File: config.mk
export PLATFORM = sky130hd
export DESIGN_NAME = req_encoder4to2
export DESIGN_NICKNAME = d
export VERILOG_FILES = /design/src/rtl/req_encoder4to2_pkg.sv /design/src/rtl/req_encoder4to2_prio_enc4.sv /design/src/rtl/req_encoder4to2.sv
export SDC_FILE = /design/constraint.sdc
export NUM_CORES = 1
export LEC_CHECK = 0
export ABC_AREA = 1
export BUFFER_PORTS_ARGS = -buffer_cell sky130_fd_sc_hd__buf_4
export CAP_MARGIN = 20
export CORE_AREA = 2 2 39 41
export DETAILED_ROUTE_END_ITERATION = 16
export DIE_AREA = 0 0 41 43
export GPL_TIMING_DRIVEN = 0
export HOLD_SLACK_MARGIN = 0.06
export SYNTH_ARGS = -nofsm -noshare
export SYNTH_HDL_FRONTEND = slang
export SYNTH_SLANG_ARGS = --single-unit
File: constraint.sdc
create_clock -name clk -period 1.5 [get_ports clk]
set_clock_uncertainty 0.2 [all_clocks]
set_input_delay 0.075 -clock clk [delete_from_list [all_inputs] [get_ports clk]]
set_output_delay 0.075 -clock clk [all_outputs]
set_load 0.01 [all_outputs]
File: src/rtl/req_encoder4to2_pkg.sv
// req_encoder4to2_pkg: shared widths, types and helpers for the request encoder.
package req_encoder4to2_pkg;
  localparam int IDX_W = 2;
  localparam int N_REQ = 4;
  typedef logic [N_REQ-1:0] req_vec_t;
  typedef logic [IDX_W-1:0] idx_t;
  function automatic req_vec_t onehot(input idx_t idx);
    return req_vec_t'(1) << idx;
  endfunction
endpackage

File: src/rtl/req_encoder4to2_prio_enc4.sv
// prio_enc4: combinational 4-to-2 encoder picking the first set bit at or after base.
import req_encoder4to2_pkg::*;
module prio_enc4 (
  input  req_vec_t vec,
  input  idx_t     base,
  output idx_t     idx,
  output logic     any
);
  logic [2*N_REQ-1:0] dbl;
  req_vec_t rot;
  idx_t off;
  always_comb begin
    dbl = {vec, vec} >> base;
    rot = dbl[N_REQ-1:0];
    off = rot[0] ? 2'd0 : rot[1] ? 2'd1 : rot[2] ? 2'd2 : 2'd3;
    idx = base + off;
    any = |vec;
  end
endmodule

File: src/rtl/req_encoder4to2.sv
// req_encoder4to2: captures request strobes into a pending set and issues one encoded index per transfer.
import req_encoder4to2_pkg::*;
module req_encoder4to2 #(
  parameter bit RR = 1'b0
) (
  input  logic     clk,
  input  logic     rst_n,
  input  req_vec_t req,
  input  logic     out_ready,
  input  logic     clr_ovf,
  output logic     out_valid,
  output idx_t     out_idx,
  output req_vec_t pend,
  output logic     ovf
);
  idx_t last, base, enc_idx, sel;
  req_vec_t enc_vec, clr;
  logic enc_any, load, xfer, ovf_set;
  // Fixed priority feeds the encoder a bit-reversed vector so "first from 0" means "highest index".
  always_comb begin
    enc_vec = RR ? pend : {pend[0], pend[1], pend[2], pend[3]};
    base    = RR ? idx_t'(last + 2'd1) : 2'd0;
  end
  prio_enc4 u_enc (
    .vec  (enc_vec),
    .base (base),
    .idx  (enc_idx),
    .any  (enc_any)
  );
  always_comb begin
    sel     = RR ? enc_idx : ~enc_idx;
    load    = enc_any && (!out_valid || out_ready);
    xfer    = out_valid && out_ready;
    clr     = load ? onehot(sel) : '0;
    ovf_set = |(req & pend & ~clr);
  end
  always_ff @(posedge clk or negedge rst_n) begin
    if (!rst_n) begin
      out_valid <= 1'b0;
      out_idx   <= '0;
      pend      <= '0;
      ovf       <= 1'b0;
      last      <= 2'b11;
    end else begin
      pend <= (pend & ~clr) | req;
      ovf  <= ovf_set || (ovf && !clr_ovf);
      if (load) begin
        out_idx   <= sel;
        out_valid <= 1'b1;
        last      <= sel;
      end else if (xfer) begin
        out_valid <= 1'b0;
      end
    end
  end
endmodule

==> impl_metrics.ini, run 1 <==
[logic_synthesis]
netlist_instances = 40
syn_nets = 48
cell_area_synth_um2 = 375
synth.yosys.seq_area_share = 0.533
synth.distinct_cells = 16
netlist_top_cells_area = sky130_fd_sc_hd__dfrtp_1 53%, sky130_fd_sc_hd__nand2_1 7.0%, sky130_fd_sc_hd__nand2_4 6.0%, sky130_fd_sc_hd__a21oi_1 4.0%, sky130_fd_sc_hd__nand3_1 4.0%
ys_seq_elements = 8
synthesized_area_divided_by_synthesized_cell_count_um2 = 9.38
synth_largest_type_area_fraction = 0.533
post-synth-top-area-cell = sky130_fd_sc_hd__dfrtp_1
yosys_warnings = 0

[drt]
via_count = 352
detail_route.first_pass.iterations = 2
amount_of_wire_on_met2_after_detailed_routing_um = 386
route.detailed.drc = 0
route.detailed.vias_per_inst = 4.29
route.top_layer_used = met4
route.layer.met1.wl_um = 424
initialDrtViolationCount = 3
wl_met3_um = 50
antenna_violating_nets_post_route = 0
drt-wirelength-per-cell_um = 10.6
postRouteWirelength_um = 869

[clocking]
clock_tree.root_cell = sky130_fd_sc_hd__clkbuf_4
holdBufCountCts = 8
cts_buffers = 3
post-cts-setup-buffers = 0
cts.htree.levels = 1
clock_tree.buffer_depth = 2
postCtsResizedCells = 0
tritoncts_num_sinks = 8
tritoncts_clock_tree = built
clkSlewWorstSetupHoldPaths_ns = 0.05
clock_insertion_delay_worst_skew_ns = 0.25

[global_routing]
grt.total_usage = 0.124
maximum_number_of_pins_on_one_net_before_global_route_repair = 9
initial_antenna_violation_count = 0
gr-total-overflow = 0
grt_first_pass_wirelength_mm = 1.37
via_count_of_the_first_global_routing_pass = 325

[sta]
finalWorstPathRequiredPeriod_ns = 1.29
tightestPinTransition_ns = 0.383
hold_viol_final = 0
final.period_utilization = 0.860
finalSetupTns_ns = 0
rsz0062_at_grt = false
count_of_endpoints_failing_setup_in_the_final_report = 0
fmax_mhz = 775
timing.slew.headroom = 0.744
slew_viol_final = 0

[die]
die_w_um = 41
initial_utilization = 0.271
top_level_pins = 16
die_area_um2 = 1760
core_region_area_um2 = 1380
number_of_rows_in_the_core_area = 14
die_height_um = 43

[finish]
antenna-diode-count = 0
proportion_of_layout_cells_with_a_drive_suffix_above_1 = 0.348
finish.net_count = 76
flow.area_growth_from_synthesis_pct = 62.7
stdcell_area_um2 = 611

[worst_setup_path]
timing.critical_path.arrival_ns = 1.48
critPathKind = in2async
end_kind = async pin
worstSetupStartpointType = primary input
critical_path_peak_fanout = 8
worstPathRequired_ns = 1.69

[worst_hold_path]
hold_path.class = reg2reg

[placed_design]
dpl_cell_area_um2 = 508
gp_congestion = 0.675
port-buffer-count = 15
dpl.hpwl_um = 592

[outcome]
outcome = complete, no violations

[power]
power_density_nw_per_um2 = 862
peakVddDrop_uv = 339
power_leakage_nw = 0.282

[job]
max_cap_violations = 0
[per-stage QoR]
| step | hold slack (ns) | util | instances | setup slack [ns] | power, mW |
|---|---|---|---|---|---|
| after floorplan | -0.421 | - | 40 | 0.330 | 0.297 |
| after global placement | -0.300 | 0.367 | 71 | 0.315 | 0.348 |
| after detailed placement | -0.298 | 0.367 | 71 | 0.300 | 0.349 |
| after CTS | 0.304 | 0.441 | 82 | 0.174 | 0.537 |
| after global routing | 0.339 | 0.441 | 82 | 0.125 | 0.569 |
| final | 0.298 | 0.441 | 82 | 0.210 | 0.526 |
[sequential cells by signal, indices dropped and copies added (netlist names)]
name / flops
out_valid: 1
pend: 4
out_idx: 2
ovf: 1
[synth_stat cells]
library cell	count
sky130_fd_sc_hd__a21o_1	2
sky130_fd_sc_hd__a21oi_1	3
sky130_fd_sc_hd__dfrtp_1	8
sky130_fd_sc_hd__inv_1	3
sky130_fd_sc_hd__inv_2	1
sky130_fd_sc_hd__nand2_1	7
sky130_fd_sc_hd__nand2_2	1
sky130_fd_sc_hd__nand2_4	2
sky130_fd_sc_hd__nand3_1	3
sky130_fd_sc_hd__nand3b_1	1
sky130_fd_sc_hd__nand4_1	1
sky130_fd_sc_hd__nor2_1	3
sky130_fd_sc_hd__nor2_4	1
sky130_fd_sc_hd__o21ai_1	2
sky130_fd_sc_hd__o21bai_1	1
sky130_fd_sc_hd__or2_1	1
[worst max-delay path, cell delays in order]
cell                            delay (ns)
sky130_fd_sc_hd__dlygate4sd3_1        0.53
sky130_fd_sc_hd__buf_4                0.10
sky130_fd_sc_hd__dlygate4sd3_1        0.78
[power by group]
part	switching (mW)	total [mW]	leakage [nW]	internal (mW)
clock network	0.0732	0.165	0.0138	0.0916
registers	0.0174	0.249	0.0803	0.232
logic	0.0488	0.112	0.188	0.0632
total	0.139	0.526	0.282	0.387
[placed cells by master (no fill, tap or decap)]
cell type	count
sky130_fd_sc_hd__inv_2	1
sky130_fd_sc_hd__dlygate4sd3_1	8
sky130_fd_sc_hd__nand4_1	1
sky130_fd_sc_hd__nand2_1	7
sky130_fd_sc_hd__nor2_1	3
sky130_fd_sc_hd__nand3_1	3
sky130_fd_sc_hd__nor2_4	1
sky130_fd_sc_hd__clkbuf_4	3
sky130_fd_sc_hd__or2_1	1
sky130_fd_sc_hd__o21ai_1	2
sky130_fd_sc_hd__o21bai_1	1
sky130_fd_sc_hd__buf_4	15
sky130_fd_sc_hd__dfrtp_1	8
sky130_fd_sc_hd__nand3b_1	1
sky130_fd_sc_hd__nand2_4	2
sky130_fd_sc_hd__inv_1	3
sky130_fd_sc_hd__nand2_2	1
sky130_fd_sc_hd__a21oi_1	3
sky130_fd_sc_hd__a21o_1	2
[path summary, 6_finish.rpt]
kind	cells past startpoint	startpoint	slack, ns	end
max	3	rst_n	0.21	out_idx[1]
min	2	out_idx[0]	0.30	out_idx[0]
max reg2reg	3	pend[3]	0.29	pend[0]
min reg2reg	2	out_idx[0]	0.30	out_idx[0]
max in group clk	3	pend[3]	0.29	pend[0]
min in group asynchronous	3	rst_n	0.61	pend[2]
[cell families after synthesis]
logic type	synth area share
simple gates	0.300
flops	0.533
compound gates	0.127
buf+inv	0.0400
[final cells by class]
class	count	area, µm²
Multi-Input combinational cell	28	160
Timing Repair Buffer	23	193
Sequential cell	8	200
Fill cell	131	773
Inverter	4	15.0
Tap cell	16	20.0
Clock buffer	3	22.5
[layer usage]
metal	vias to the layer above	GRT usage
met2	14	0.169
li1	183	-
met4	0	0.0800
met1	153	0.149
met5	-	0
met3	2	0.0628
No activity file was read; power rests on OpenSTA's default activity.
==> run 2, diff against run 1 <==
--- a/config.mk
+++ b/config.mk
@@ -13,6 +13,9 @@
 export DIE_AREA = 0 0 41 43
 export GPL_TIMING_DRIVEN = 0
 export HOLD_SLACK_MARGIN = 0.06
+export PLACE_DENSITY = 0.66
+export SKIP_LAST_GASP = 1
 export SYNTH_ARGS = -nofsm -noshare
 export SYNTH_HDL_FRONTEND = slang
+export SYNTH_HIERARCHICAL = 1
 export SYNTH_SLANG_ARGS = --single-unit
==> run 2 against run 1 <==
The run now ends with setup timing left. Sequential share of layout area shrank 11 points. Core utilization increased by 24 points. Area after synthesis grew 46%. Die area stayed put. Setup slack worse by 0.57 ns. Final area grew 55%. Global-route usage is 4.8 points higher. Total power grew 41%. Via count is 73% higher. Register-to-register slack lost 0.65 ns.
==> impl_metrics.ini, run 2 <==
[drt]
antenna_violating_nets_post_route = 0
route.detailed.vias_per_inst = 4.31
detail_route.first_pass.iterations = 3
via_count = 608
drt-wirelength-per-cell_um = 9.24
initialDrtViolationCount = 3
route.detailed.drc = 0
postRouteWirelength_mm = 1.30

[finish]
antenna-diode-count = 0
proportion_of_layout_cells_with_a_drive_suffix_above_1 = 0.384
post_layout_nonfiller_instances = 141
flow.area_growth_from_synthesis_pct = 72.1
fill_cells = 131
regMostFlops = pend
finish.net_count = 135
area.sequential_um2 = 203
stdcell_area_um2 = 943
multi_input_area_um2 = 387
most_frequent_cells_in_the_layout = 23 x sky130_fd_sc_hd__nand2_1, 22 x sky130_fd_sc_hd__buf_4, 11 x sky130_fd_sc_hd__conb_1
number_of_flip_flops_in_the_largest_register = 4
layout.cells.most_common = sky130_fd_sc_hd__nand2_1
top_regs = pend: 4 flops, out_idx: 2 flops

[placed_design]
gp_congestion = 0.735
dpl.hpwl_um = 899
placement.setup.worst_slack_ns = -0.502
dp.cells = 121
dpl_cell_area_um2 = 756
port-buffer-count = 15

[die]
die_height_um = 43
number_of_rows_in_the_core_area = 14
initial_utilization = 0.396
die_w_um = 41
die_area_um2 = 1760
core_region_area_um2 = 1380
top_level_pins = 16

[worst_setup_path]
worstPathCellList = inv_2 -> nor2_1 -> nor2_1 -> nor2_1 -> o21ai_1 -> nand2_2 -> ha_4 -> inv_4 -> nand2_2 -> nor2_2 -> nor2_1 -> nor2_1 -> nand2_1
critical_path.slowest_cell = sky130_fd_sc_hd__dfrtp_1
timing.critical_path.buf_inv = 2
critical-path-top-delay-family = simple AND/OR/NAND/NOR gates
worst_r2r_startpoint = pend[2]
worst_r2r_endpoint = ovf
critical_path_peak_fanout = 4
reg2regPathDepth = 13
worstSetupStartpointType = flip-flop
timing.critical_path.arrival_ns = 1.80
critPathKind = reg2reg
worstPathRequired_ns = 1.44
end_kind = flip-flop
critical_path.most_common_cell = sky130_fd_sc_hd__nor2_1
r2r_slack_ns = -0.36
cp_slowest_stage_delay_ns = 0.39

[logic_synthesis]
ys_seq_elements = 8
synth.distinct_cells = 21
cell_area_synth_um2 = 548
synthesized_area_divided_by_synthesized_cell_count_um2 = 6.85
post-synth-top-area-cell = sky130_fd_sc_hd__dfrtp_1
yosys_warnings = 6
async_reset_ff_frac = 1.00
netlist_instances = 80
ys_dominant_reg_cell = sky130_fd_sc_hd__dfrtp_1
synth.yosys.seq_area_share = 0.365
synth-edff-count = 0
netlist_top_cells_area = sky130_fd_sc_hd__dfrtp_1 37%, sky130_fd_sc_hd__nand2_1 18%, sky130_fd_sc_hd__inv_1 7.5%, sky130_fd_sc_hd__nor2_1 4.8%, sky130_fd_sc_hd__nand3_1 4.6%
yosys-top-cells-count = 26 x sky130_fd_sc_hd__nand2_1, 11 x sky130_fd_sc_hd__inv_1, 8 x sky130_fd_sc_hd__dfrtp_1
yosys.cell_count.top_type = sky130_fd_sc_hd__nand2_1
synth_largest_type_area_fraction = 0.365

[outcome]
outcome = finished, violations left
violations = setup timing

[clocking]
clock_tree.buffer_depth = 2
tritoncts_clock_tree = built
clock_tree.root_cell = sky130_fd_sc_hd__clkbuf_4
clkSlewWorstSetupHoldPaths_ns = 0.06
tritoncts_num_sinks = 8
cts_buffers = 3
clock_insertion_delay_worst_skew_ns = 0.25
cts.htree.levels = 1

[sta]
finalWorstPathRequiredPeriod_ns = 1.86
setup_ws_ns = -0.358
count_of_endpoints_failing_setup_in_the_final_report = 8
final.period_utilization = 1.24
rsz0062_at_grt = true
hold_viol_final = 0
slew_viol_final = 0
finalSetupTns_ns = -1.87
fmax_mhz = 538

[global_routing]
grt.total_usage = 0.173
gr-total-overflow = 0
via_count_of_the_first_global_routing_pass = 549
grt_first_pass_wirelength_mm = 2.09
initial_antenna_violation_count = 0
maximum_number_of_pins_on_one_net_before_global_route_repair = 9

[power]
power_leakage_nw = 0.504
peakVddDrop_uv = 535
power_density_nw_per_um2 = 788
total_design_power_uw = 743

[worst_hold_path]
min_from = out_idx[0]
hold_end = out_idx[0]
whs_path_depth = 2
hold_path.class = reg2reg

[job]
max_cap_violations = 0
==> run 2: changes by cell type in the layout (fill, tap and decap cells not counted), moves of 2 or more <==
| cell | change |
|---|---|
| sky130_fd_sc_hd__inv_1 | +6 |
| sky130_fd_sc_hd__dfrtp_1 | -2 |
| sky130_fd_sc_hd__a21oi_1 | -3 |
| sky130_fd_sc_hd__nor2_1 | +4 |
| sky130_fd_sc_hd__dfrtp_2 | +2 |
| sky130_fd_sc_hd__inv_2 | +2 |
| sky130_fd_sc_hd__nor2_2 | +2 |
| sky130_fd_sc_hd__nand2_2 | +3 |
| sky130_fd_sc_hd__nand2_1 | +16 |
| sky130_fd_sc_hd__conb_1 | +11 |
| sky130_fd_sc_hd__buf_4 | +7 |
| sky130_fd_sc_hd__nand3_2 | +3 |
==> run 2: worst register-to-register path, cell delays in order (launching register included) <==
cell and delay [ns]:
sky130_fd_sc_hd__dfrtp_1 0.39, sky130_fd_sc_hd__inv_2 0.06, sky130_fd_sc_hd__nor2_1 0.03, sky130_fd_sc_hd__nor2_1 0.13, sky130_fd_sc_hd__nor2_1 0.06, sky130_fd_sc_hd__o21ai_1 0.16, sky130_fd_sc_hd__nand2_2 0.09, sky130_fd_sc_hd__ha_4 0.24
sky130_fd_sc_hd__inv_4 0.06, sky130_fd_sc_hd__nand2_2 0.04, sky130_fd_sc_hd__nor2_2 0.10, sky130_fd_sc_hd__nor2_1 0.06, sky130_fd_sc_hd__nor2_1 0.09, sky130_fd_sc_hd__nand2_1 0.05
==> run 2: timing repair <==
item	4_1_cts	5_1_grt
setup buffers	8	1
setup endpoints to repair	8	8
pin swaps	13	12
endpoints found under the hold margin	14	0
hold buffers	8	0
resized for setup	4	3
==> run 2: cell type report <==
cell class | count | share of cell area
timing repair buffer | 31 | 0.272
inverter | 13 | 0.0544
clock buffer | 4 | 0.0279
multi-input combinational | 69 | 0.410
sequential | 8 | 0.215
tap | 16 | 0.0212
==> run 2: cell families after synthesis <==
family | synth area share
flops | 0.365
fa+ha+maj | 0.0228
compound gates | 0.123
simple gates | 0.393
buf+inv | 0.0890
other cells | 0.00684
==> run 2: metrics by stage <==
step | util | hold WS, ns
3_3_place_gp | 0.546 | -0.302
2_1_floorplan | - | -0.421
6_report | 0.682 | 0.305
3_5_place_dp | 0.546 | -0.300
5_1_grt | 0.682 | 0.370
4_1_cts | 0.672 | 0.311
==> run 2: how the worst max path moves through the flow <==
| stage | slack [ns] | startpoint | cells past startpoint | end |
|---|---|---|---|---|
| floorplan | -0.15 | pend[1] | 13 | ovf |
| global placement | -0.43 | pend[2] | 13 | ovf |
| detailed placement | -0.50 | pend[2] | 13 | ovf |
| CTS | -0.40 | pend[2] | 13 | ovf |
| global route | -0.51 | pend[2] | 13 | ovf |
| finish | -0.36 | pend[2] | 13 | ovf |
==> run 2: report_power, final <==
group / switching (mW) / internal (mW) / total [mW]
Sequential: 0.0253 / 0.243 / 0.269
Combinational: 0.146 / 0.154 / 0.299
Clock: 0.0738 / 0.102 / 0.176
Total: 0.245 / 0.499 / 0.743
==> run 2: per-layer routing <==
| metal | up-vias | wire (µm) | GRT usage |
|---|---|---|---|
| met5 | - | 0 | 0 |
| met4 | 0 | 9 | 0.0600 |
| met3 | 2 | 23 | 0.0157 |
| met2 | 6 | 742 | 0.319 |
| met1 | 273 | 528 | 0.188 |
| li1 | 327 | - | - |
